==> src/rtl/tank_pkg.sv <==
// Shared tank-war definitions: directions, cell categories, playfield
// defaults and a direction legality helper.
package tank_pkg;

  localparam int DIR_W = 3;

  typedef enum logic [1:0] {
    LEFT  = 2'd0,
    RIGHT = 2'd1,
    UP    = 2'd2,
    DOWN  = 2'd3
  } dir_e;

  typedef enum logic [1:0] {
    NONE   = 2'd0,
    WALL   = 2'd1,
    TANK   = 2'd2,
    BULLET = 2'd3
  } cat_e;

  localparam int DEF_GRID_W         = 60;
  localparam int DEF_GRID_H         = 45;
  localparam int DEF_BLOCK_SIZE     = 10;
  localparam int DEF_BOUNDARY_WIDTH = 20;

  // Only the four cardinal codes name a real heading.
  function automatic logic dir_legal(input logic [DIR_W-1:0] d);
    return d <= DIR_W'(3);
  endfunction

endpackage

==> src/rtl/bullet_pool_if.sv <==
// Spawn handshake and renderer query bundle for bullet_pool.
interface bullet_pool_if
  import tank_pkg::*;
#(
  parameter int COORD_W = 10
);
  logic               spawn_valid;
  logic               spawn_ready;
  logic [COORD_W-1:0] spawn_x;
  logic [COORD_W-1:0] spawn_y;
  logic [DIR_W-1:0]   spawn_dir;
  logic [COORD_W-1:0] query_x;
  logic [COORD_W-1:0] query_y;
  logic               query_hit;

  modport master (
    output spawn_valid, spawn_x, spawn_y, spawn_dir, query_x, query_y,
    input  spawn_ready, query_hit
  );

  modport slave (
    input  spawn_valid, spawn_x, spawn_y, spawn_dir, query_x, query_y,
    output spawn_ready, query_hit
  );
endinterface

==> src/rtl/bullet_step.sv <==
// Next grid position of one bullet and whether it leaves the playfield.
// With BULLET_WRAP_EN defined, bullets wrap to the opposite edge instead
// of retiring.
module bullet_step
  import tank_pkg::*;
#(
  parameter int COORD_W = 10,
  parameter int GRID_W  = DEF_GRID_W,
  parameter int GRID_H  = DEF_GRID_H
) (
  input  logic [COORD_W-1:0] x,
  input  logic [COORD_W-1:0] y,
  input  dir_e               dir,
  output logic [COORD_W-1:0] x_nxt,
  output logic [COORD_W-1:0] y_nxt,
  output logic               retire
);
  localparam logic [COORD_W-1:0] ONE   = COORD_W'(1);
  localparam logic [COORD_W-1:0] X_MAX = COORD_W'(GRID_W - 1);
  localparam logic [COORD_W-1:0] Y_MAX = COORD_W'(GRID_H - 1);

  // Edge test happens before the +/-1 so x/y never underflow.
  always_comb begin
    x_nxt  = x;
    y_nxt  = y;
    retire = 1'b0;
    case (dir)
      LEFT: begin
        if (x == '0) begin
`ifdef BULLET_WRAP_EN
          x_nxt = X_MAX;
`else
          retire = 1'b1;
`endif
        end else begin
          x_nxt = x - ONE;
        end
      end
      RIGHT: begin
        if (x == X_MAX) begin
`ifdef BULLET_WRAP_EN
          x_nxt = '0;
`else
          retire = 1'b1;
`endif
        end else begin
          x_nxt = x + ONE;
        end
      end
      UP: begin
        if (y == '0) begin
`ifdef BULLET_WRAP_EN
          y_nxt = Y_MAX;
`else
          retire = 1'b1;
`endif
        end else begin
          y_nxt = y - ONE;
        end
      end
      default: begin
        if (y == Y_MAX) begin
`ifdef BULLET_WRAP_EN
          y_nxt = '0;
`else
          retire = 1'b1;
`endif
        end else begin
          y_nxt = y + ONE;
        end
      end
    endcase
  end
endmodule

==> src/rtl/bullet_pool.sv <==
// Fixed-slot bullet pool: spawns into the lowest free slot, sweeps one slot
// per cycle on each step tick, answers a registered occupancy query.
// Edge behaviour selected by BULLET_WRAP_EN (see bullet_step).
//
// state   | meaning
// S_IDLE  | accepting spawns, waiting for a step tick (or pending tick)
// S_SWEEP | moving/retiring slot ptr, one slot per cycle
module bullet_pool
  import tank_pkg::*;
#(
  parameter int MAX_BULLETS = 16,
  parameter int COORD_W     = 10,
  parameter int GRID_W      = DEF_GRID_W,
  parameter int GRID_H      = DEF_GRID_H
) (
  input  logic                               clk_100mhz,
  input  logic                               rst_n,
  bullet_pool_if.slave                       bus,
  input  logic                               step_tick,
  output logic                               busy,
  output logic [$clog2(MAX_BULLETS+1)-1:0]   n_active,
  output logic                               tick_overrun
);
  localparam int PW = $clog2(MAX_BULLETS);
  localparam int NW = $clog2(MAX_BULLETS + 1);

  typedef enum logic {S_IDLE, S_SWEEP} state_e;

  state_e             state_q, state_d;
  logic [PW-1:0]      ptr_q, ptr_d;
  logic [NW-1:0]      n_q, n_d;
  logic               pending_q, pending_d;
  logic               overrun_q, overrun_d;
  logic               ready_q, ready_d;
  logic               hit_q, hit_d;

  logic               valid_q [MAX_BULLETS];
  logic [COORD_W-1:0] x_q     [MAX_BULLETS];
  logic [COORD_W-1:0] y_q     [MAX_BULLETS];
  dir_e               dir_q   [MAX_BULLETS];

  logic               spawn_legal, wr_en, mv_en, rt_en;
  logic [PW-1:0]      free_idx;
  logic [COORD_W-1:0] step_x, step_y;
  logic               step_retire;

  bullet_step #(
    .COORD_W(COORD_W), .GRID_W(GRID_W), .GRID_H(GRID_H)
  ) u_step (
    .x      (x_q[ptr_q]),
    .y      (y_q[ptr_q]),
    .dir    (dir_q[ptr_q]),
    .x_nxt  (step_x),
    .y_nxt  (step_y),
    .retire (step_retire)
  );

  assign spawn_legal = (bus.spawn_x < COORD_W'(GRID_W)) &&
                       (bus.spawn_y < COORD_W'(GRID_H)) &&
                       dir_legal(bus.spawn_dir);

  // Lowest-index free slot; only used when ready guarantees one exists.
  always_comb begin
    free_idx = '0;
    for (int i = MAX_BULLETS - 1; i >= 0; i--) begin
      if (!valid_q[i]) free_idx = PW'(i);
    end
  end

  // Occupancy match against the slot state presented this cycle.
  always_comb begin
    hit_d = 1'b0;
    for (int i = 0; i < MAX_BULLETS; i++) begin
      if (valid_q[i] && x_q[i] == bus.query_x && y_q[i] == bus.query_y) hit_d = 1'b1;
    end
  end

  // Next-state, tick bookkeeping and slot write enables.
  always_comb begin
    state_d   = state_q;
    ptr_d     = ptr_q;
    n_d       = n_q;
    pending_d = pending_q;
    overrun_d = overrun_q;
    wr_en     = 1'b0;
    mv_en     = 1'b0;
    rt_en     = 1'b0;
    case (state_q)
      S_IDLE: begin
        wr_en = bus.spawn_valid && ready_q && spawn_legal;
        if (wr_en) n_d = n_q + NW'(1);
        if (step_tick || pending_q) begin
          state_d   = S_SWEEP;
          ptr_d     = '0;
          pending_d = 1'b0;
          // A pending tick is consumed here, so a fresh one is lost.
          if (step_tick && pending_q) overrun_d = 1'b1;
        end
      end
      default: begin
        if (valid_q[ptr_q]) begin
          if (step_retire) begin
            rt_en = 1'b1;
            n_d   = n_q - NW'(1);
          end else begin
            mv_en = 1'b1;
          end
        end
        if (step_tick) begin
          if (pending_q) overrun_d = 1'b1;
          else           pending_d = 1'b1;
        end
        if (ptr_q == PW'(MAX_BULLETS - 1)) state_d = S_IDLE;
        else                               ptr_d   = ptr_q + PW'(1);
      end
    endcase
    // Registered so spawn_ready stays low through reset.
    ready_d = (state_d == S_IDLE) && (n_d < NW'(MAX_BULLETS));
  end

  // Control registers.
  always_ff @(posedge clk_100mhz or negedge rst_n) begin
    if (!rst_n) begin
      state_q   <= S_IDLE;
      ptr_q     <= '0;
      n_q       <= '0;
      pending_q <= 1'b0;
      overrun_q <= 1'b0;
      ready_q   <= 1'b0;
      hit_q     <= 1'b0;
    end else begin
      state_q   <= state_d;
      ptr_q     <= ptr_d;
      n_q       <= n_d;
      pending_q <= pending_d;
      overrun_q <= overrun_d;
      ready_q   <= ready_d;
      hit_q     <= hit_d;
    end
  end

  // Slot storage: spawn writes the free slot, sweep updates slot ptr.
  always_ff @(posedge clk_100mhz or negedge rst_n) begin
    if (!rst_n) begin
      for (int i = 0; i < MAX_BULLETS; i++) begin
        valid_q[i] <= 1'b0;
        x_q[i]     <= '0;
        y_q[i]     <= '0;
        dir_q[i]   <= LEFT;
      end
    end else begin
      if (wr_en) begin
        valid_q[free_idx] <= 1'b1;
        x_q[free_idx]     <= bus.spawn_x;
        y_q[free_idx]     <= bus.spawn_y;
        dir_q[free_idx]   <= dir_e'(bus.spawn_dir[1:0]);
      end
      if (mv_en) begin
        x_q[ptr_q] <= step_x;
        y_q[ptr_q] <= step_y;
      end
      if (rt_en) valid_q[ptr_q] <= 1'b0;
    end
  end

  assign bus.spawn_ready = ready_q;
  assign bus.query_hit   = hit_q;
  assign busy            = (state_q == S_SWEEP);
  assign n_active        = n_q;
  assign tick_overrun    = overrun_q;

endmodule
==> src/flat_wrapper.sv <==
// flat-port wrapper written by rule: the top's interface ports become plain ports
module bullet_pool_flat import tank_pkg::*;
#(
  parameter int MAX_BULLETS = 16,
  parameter int COORD_W     = 10,
  parameter int GRID_W      = DEF_GRID_W,
  parameter int GRID_H      = DEF_GRID_H
)
  (clk_100mhz, rst_n, step_tick, busy, n_active, tick_overrun, bus_spawn_valid, bus_spawn_x, bus_spawn_y, bus_spawn_dir, bus_query_x, bus_query_y, bus_spawn_ready, bus_query_hit);
  bullet_pool_if #(.COORD_W(COORD_W)) bus_i ();
  input  logic clk_100mhz;
  input  logic rst_n;
  input  logic step_tick;
  output logic busy;
  output logic [$clog2(MAX_BULLETS+1)-1:0] n_active;
  output logic tick_overrun;
  input wire logic [$bits(bus_i.spawn_valid)-1:0] bus_spawn_valid;
  input wire logic [$bits(bus_i.spawn_x)-1:0] bus_spawn_x;
  input wire logic [$bits(bus_i.spawn_y)-1:0] bus_spawn_y;
  input wire logic [$bits(bus_i.spawn_dir)-1:0] bus_spawn_dir;
  input wire logic [$bits(bus_i.query_x)-1:0] bus_query_x;
  input wire logic [$bits(bus_i.query_y)-1:0] bus_query_y;
  output wire logic [$bits(bus_i.spawn_ready)-1:0] bus_spawn_ready;
  output wire logic [$bits(bus_i.query_hit)-1:0] bus_query_hit;
  assign bus_i.spawn_valid = bus_spawn_valid;
  assign bus_i.spawn_x = bus_spawn_x;
  assign bus_i.spawn_y = bus_spawn_y;
  assign bus_i.spawn_dir = bus_spawn_dir;
  assign bus_i.query_x = bus_query_x;
  assign bus_i.query_y = bus_query_y;
  assign bus_spawn_ready = bus_i.spawn_ready;
  assign bus_query_hit = bus_i.query_hit;
  bullet_pool #(.MAX_BULLETS(MAX_BULLETS), .COORD_W(COORD_W), .GRID_W(GRID_W), .GRID_H(GRID_H)) u_core (.clk_100mhz(clk_100mhz), .rst_n(rst_n), .bus(bus_i), .step_tick(step_tick), .busy(busy), .n_active(n_active), .tick_overrun(tick_overrun));
endmodule
==> config.mk <==
export PLATFORM = sky130hd
export DESIGN_NAME = bullet_pool_flat
export DESIGN_NICKNAME = d
export VERILOG_FILES = /design/src/rtl/tank_pkg.sv /design/src/rtl/bullet_pool_if.sv /design/src/rtl/bullet_step.sv /design/src/rtl/bullet_pool.sv /design/src/flat_wrapper.sv
export SDC_FILE = /design/constraint.sdc
export NUM_CORES = 1
export LEC_CHECK = 0
export ABC_AREA = 0
export CAP_MARGIN = 25
export CORE_ASPECT_RATIO = 0.7
export CORE_UTILIZATION = 40
export CTS_BUF_LIST = sky130_fd_sc_hd__clkbuf_2
export CTS_CLUSTER_DIAMETER = 30
export DETAILED_ROUTE_END_ITERATION = 16
export GPL_TIMING_DRIVEN = 1
export PLACE_DENSITY = 0.61
export RECOVER_POWER = 100
export SLEW_MARGIN = 40
export SYNTH_ARGS = -nofsm -noshare
export SYNTH_HDL_FRONTEND = slang
export SYNTH_SLANG_ARGS = --single-unit
==> constraint.sdc <==
create_clock -name clk_100mhz -period 11.05 [get_ports clk_100mhz]
set_input_delay 2.21 -clock clk_100mhz [delete_from_list [all_inputs] [get_ports clk_100mhz]]
set_output_delay 2.21 -clock clk_100mhz [all_outputs]
set_load 0.1 [all_outputs]
==> results.cfg <==
[outcome]
status = finished with violations
violations = max-capacitance violations, max-slew violations

[placed_design]
place.gp.congestion = 1.04
dp_slack_ns = 4.91
hpwl_um = 76900
port_buffers = 55
place_inst = 3093

[clock_tree]
htree_num_levels = 3
root_buffer = clkbuf_2
clk_latency_ns = 1.25
hold_buffers = 0
numCtsBuffers = 106
clk_pin_slew_ns = 0.09
cts_tree = built
cts_max_path_buffers = 3
post_cts_buffers = 0
cts_resized = 0
clock_sinks = 382

[critical_path]
worstPathMaxFanout = 42
crit_arrival_ns = 9.50
worst_setup_path_start_kind = flop
critPathCaptureType = flop
path_common_cell = buf_4
slowest_delay_ns = 2.33
path_class = reg2reg
critPathBufInv = 3
cpLargestDelayFamily = buffers and inverters
cpMaxStageDelayCell = clkbuf_1
critPathRequiredTime_ns = 12.10
worstPathCellList = clkbuf_1, nor2b_1, nand2_1, nand4_1, o2111ai_1, o311ai_4, a41oi_1, buf_4, and3_1, buf_4, mux2_1

[finish]
final_cell_mix = dfrtp_1 (380), mux2i_1 (279), xor2_1 (187)
final_common_cell = dfrtp_1
stdcell_count = 3288
layout.nets = 2453
drive_above_1_share_pct = 17.7
fillerInstances = 5739
area_growth_pct = 8.82

[pwr]
p_sw_mw = 3.82
p_sw_share_pct = 51.4
intPower_mw = 3.61
clockPowerShare_pct = 14.5
static-leakage-power_nw = 11.3
seqPwrFrac_pct = 31.4
power_frac_comb_pct = 54.1
ir_worst_vdd_v = 0.000164
powerDensity_nw_per_um2 = 276

[synthesis]
synth_seq_cells = 382
synth.avg_cell_area_sq_um = 10.5
synth.largest_area_cell = dfrtp_1
synthArstFlopShare_pct = 100
yosys.cell_types.count = 89
yosysTopAreaCellShare_pct = 38.7
synth_cells = 2364
ys_seq_area_share_pct = 38.7
synthFlopType = dfrtp_1
synth_area_leaders = dfrtp_1 (39%), mux2i_1 (11%), mux4_2 (8.1%)
synth_fp_nets = 2422
yosysWarnings = 0
synth_edf_count = 0
syn-cell-area_sq_um = 24700

[drt]
drcViolationCount = 0
vias = 21100
drt_first_pass_iters = 6
vias_per_cell = 6.41
drt_iter0_drc = 2926
detail-route-antenna-nets = 0
wl_um = 107000
wire_per_inst_um = 32.6

[die]
io_pins = 56
floorplan.initialDensity_pct = 40.9
fp.coreArea_sq_um = 60500
row_count = 75
die_y_um = 210
die_x_um = 299
die_area_sq_um = 62800

[sta]
finalHoldViolations = 0
rsz0062_at_grt = false
worst_pin_slew_ns = 4.02
setup_tns_ns = 0
drv_slew = 457
slew-limit-headroom_pct = -168
finalSetupViolCount = 0
fin_crit_sh_pct = 76.4
setup_slack_ns = 2.61
fmax_mhz = 118
timing.final.crit_period_ns = 8.44
finalClockSkew_ns = 0.0956

[grt]
grt_pass1_wl_um = 152000
antenna_found_initial = 4
grt-ovfl-total = 0
gr-usage-all-layers_pct = 34.0
grt_pass1_vias = 20000
grt_max_degree = 147

[hold_path]
min_path_type = reg2reg

[job]
drv_cap = 14
per-layer routing:
metal  wire (um)  share of wire [%]  global-route usage (%)  vias to the layer above
li1            -                  -                       -                     8673
met5          11              0.010                       0                        -
met1       46000                 43                    49.3                    10800
met4        2280                2.1                    7.78                        2
met2       41900                 39                    44.7                     1409
met3       17100                 16                    16.7                      172
power groups by stage:
| stage | Sequential [mW] | Clock, mW | Combinational [mW] |
|---|---|---|---|
| 3_3_place_gp | 2.31 | 0 | 3.79 |
| 5_1_grt | 2.37 | 1.16 | 4.18 |
| 6_report | 2.33 | 1.08 | 4.02 |
| 3_5_place_dp | 2.33 | 0 | 3.90 |
| 4_1_cts | 2.31 | 1.08 | 3.91 |
| 2_1_floorplan | 2.14 | 0 | 2.54 |
registers in the layout, indices dropped and copies added (netlist names), 4 cells and up:
signal           flops
u_core.ptr_q         4
u_core.valid_q      16
u_core.x_q         160
u_core.y_q         160
u_core.n_active      5
u_core.dir_q        32
cell usage after synthesis, types with 66 or more instances:
cell      instances
mux4_2           89
buf_2            69
mux2i_1         279
xnor2_1         145
nor2_1          104
nor4_1           66
xor2_1          187
clkbuf_1        104
nand3_1         130
nand2_1         185
o21ai_1          71
dfrtp_1         382
layout make-up:
class,instances,area [sq um],share of cell area (%)
Antenna cell,3,7.51,0.0279
Tap cell,808,1010,3.76
Timing Repair Buffer,137,1080,4.00
Clock buffer,146,731,2.72
Sequential cell,382,9560,35.5
Inverter,24,90.1,0.335
Multi-Input combinational cell,1744,14200,52.8
Clock inverter,44,224,0.832
logic make-up after synthesis:
| kind of cell | share of synthesized area, % |
|---|---|
| xor+xnor | 12.1 |
| compound gates | 8.92 |
| fa+ha+maj | 0.557 |
| buf+inv | 4.51 |
| simple gates | 13.0 |
| flops | 38.7 |
| mux | 22.3 |
stage by stage:
| step | cell area [sq um] | hold WS [ns] | power (mW) | util (%) |
|---|---|---|---|---|
| 6_report | 26900 | 0.468 | 7.43 | 44.5 |
| 5_1_grt | 26900 | 0.502 | 7.71 | 44.5 |
| 4_1_cts | 27000 | 0.477 | 7.30 | 44.7 |
| 3_5_place_dp | 26100 | 0.455 | 6.23 | 43.1 |
| 3_3_place_gp | 26000 | 0.448 | 6.10 | 42.9 |
| 2_1_floorplan | 24700 | 0.434 | 4.68 | - |
worst paths after layout:
kind	cells after the start	slack, ns	end	start
worst max-delay path	11	2.61	u_core.y_q[62]	u_core.ptr_q[1]
max in group asynchronous	2	4.28	u_core.x_q[131]	rst_n
worst min-delay path	1	0.47	u_core.tick_overrun	u_core.tick_overrun
worst min register to register	1	0.47	u_core.tick_overrun	u_core.tick_overrun
min in group asynchronous	1	1.85	u_core.dir_q[20]	rst_n
worst max register to register	11	2.61	u_core.y_q[62]	u_core.ptr_q[1]
(Power assumes the default switching activity.)
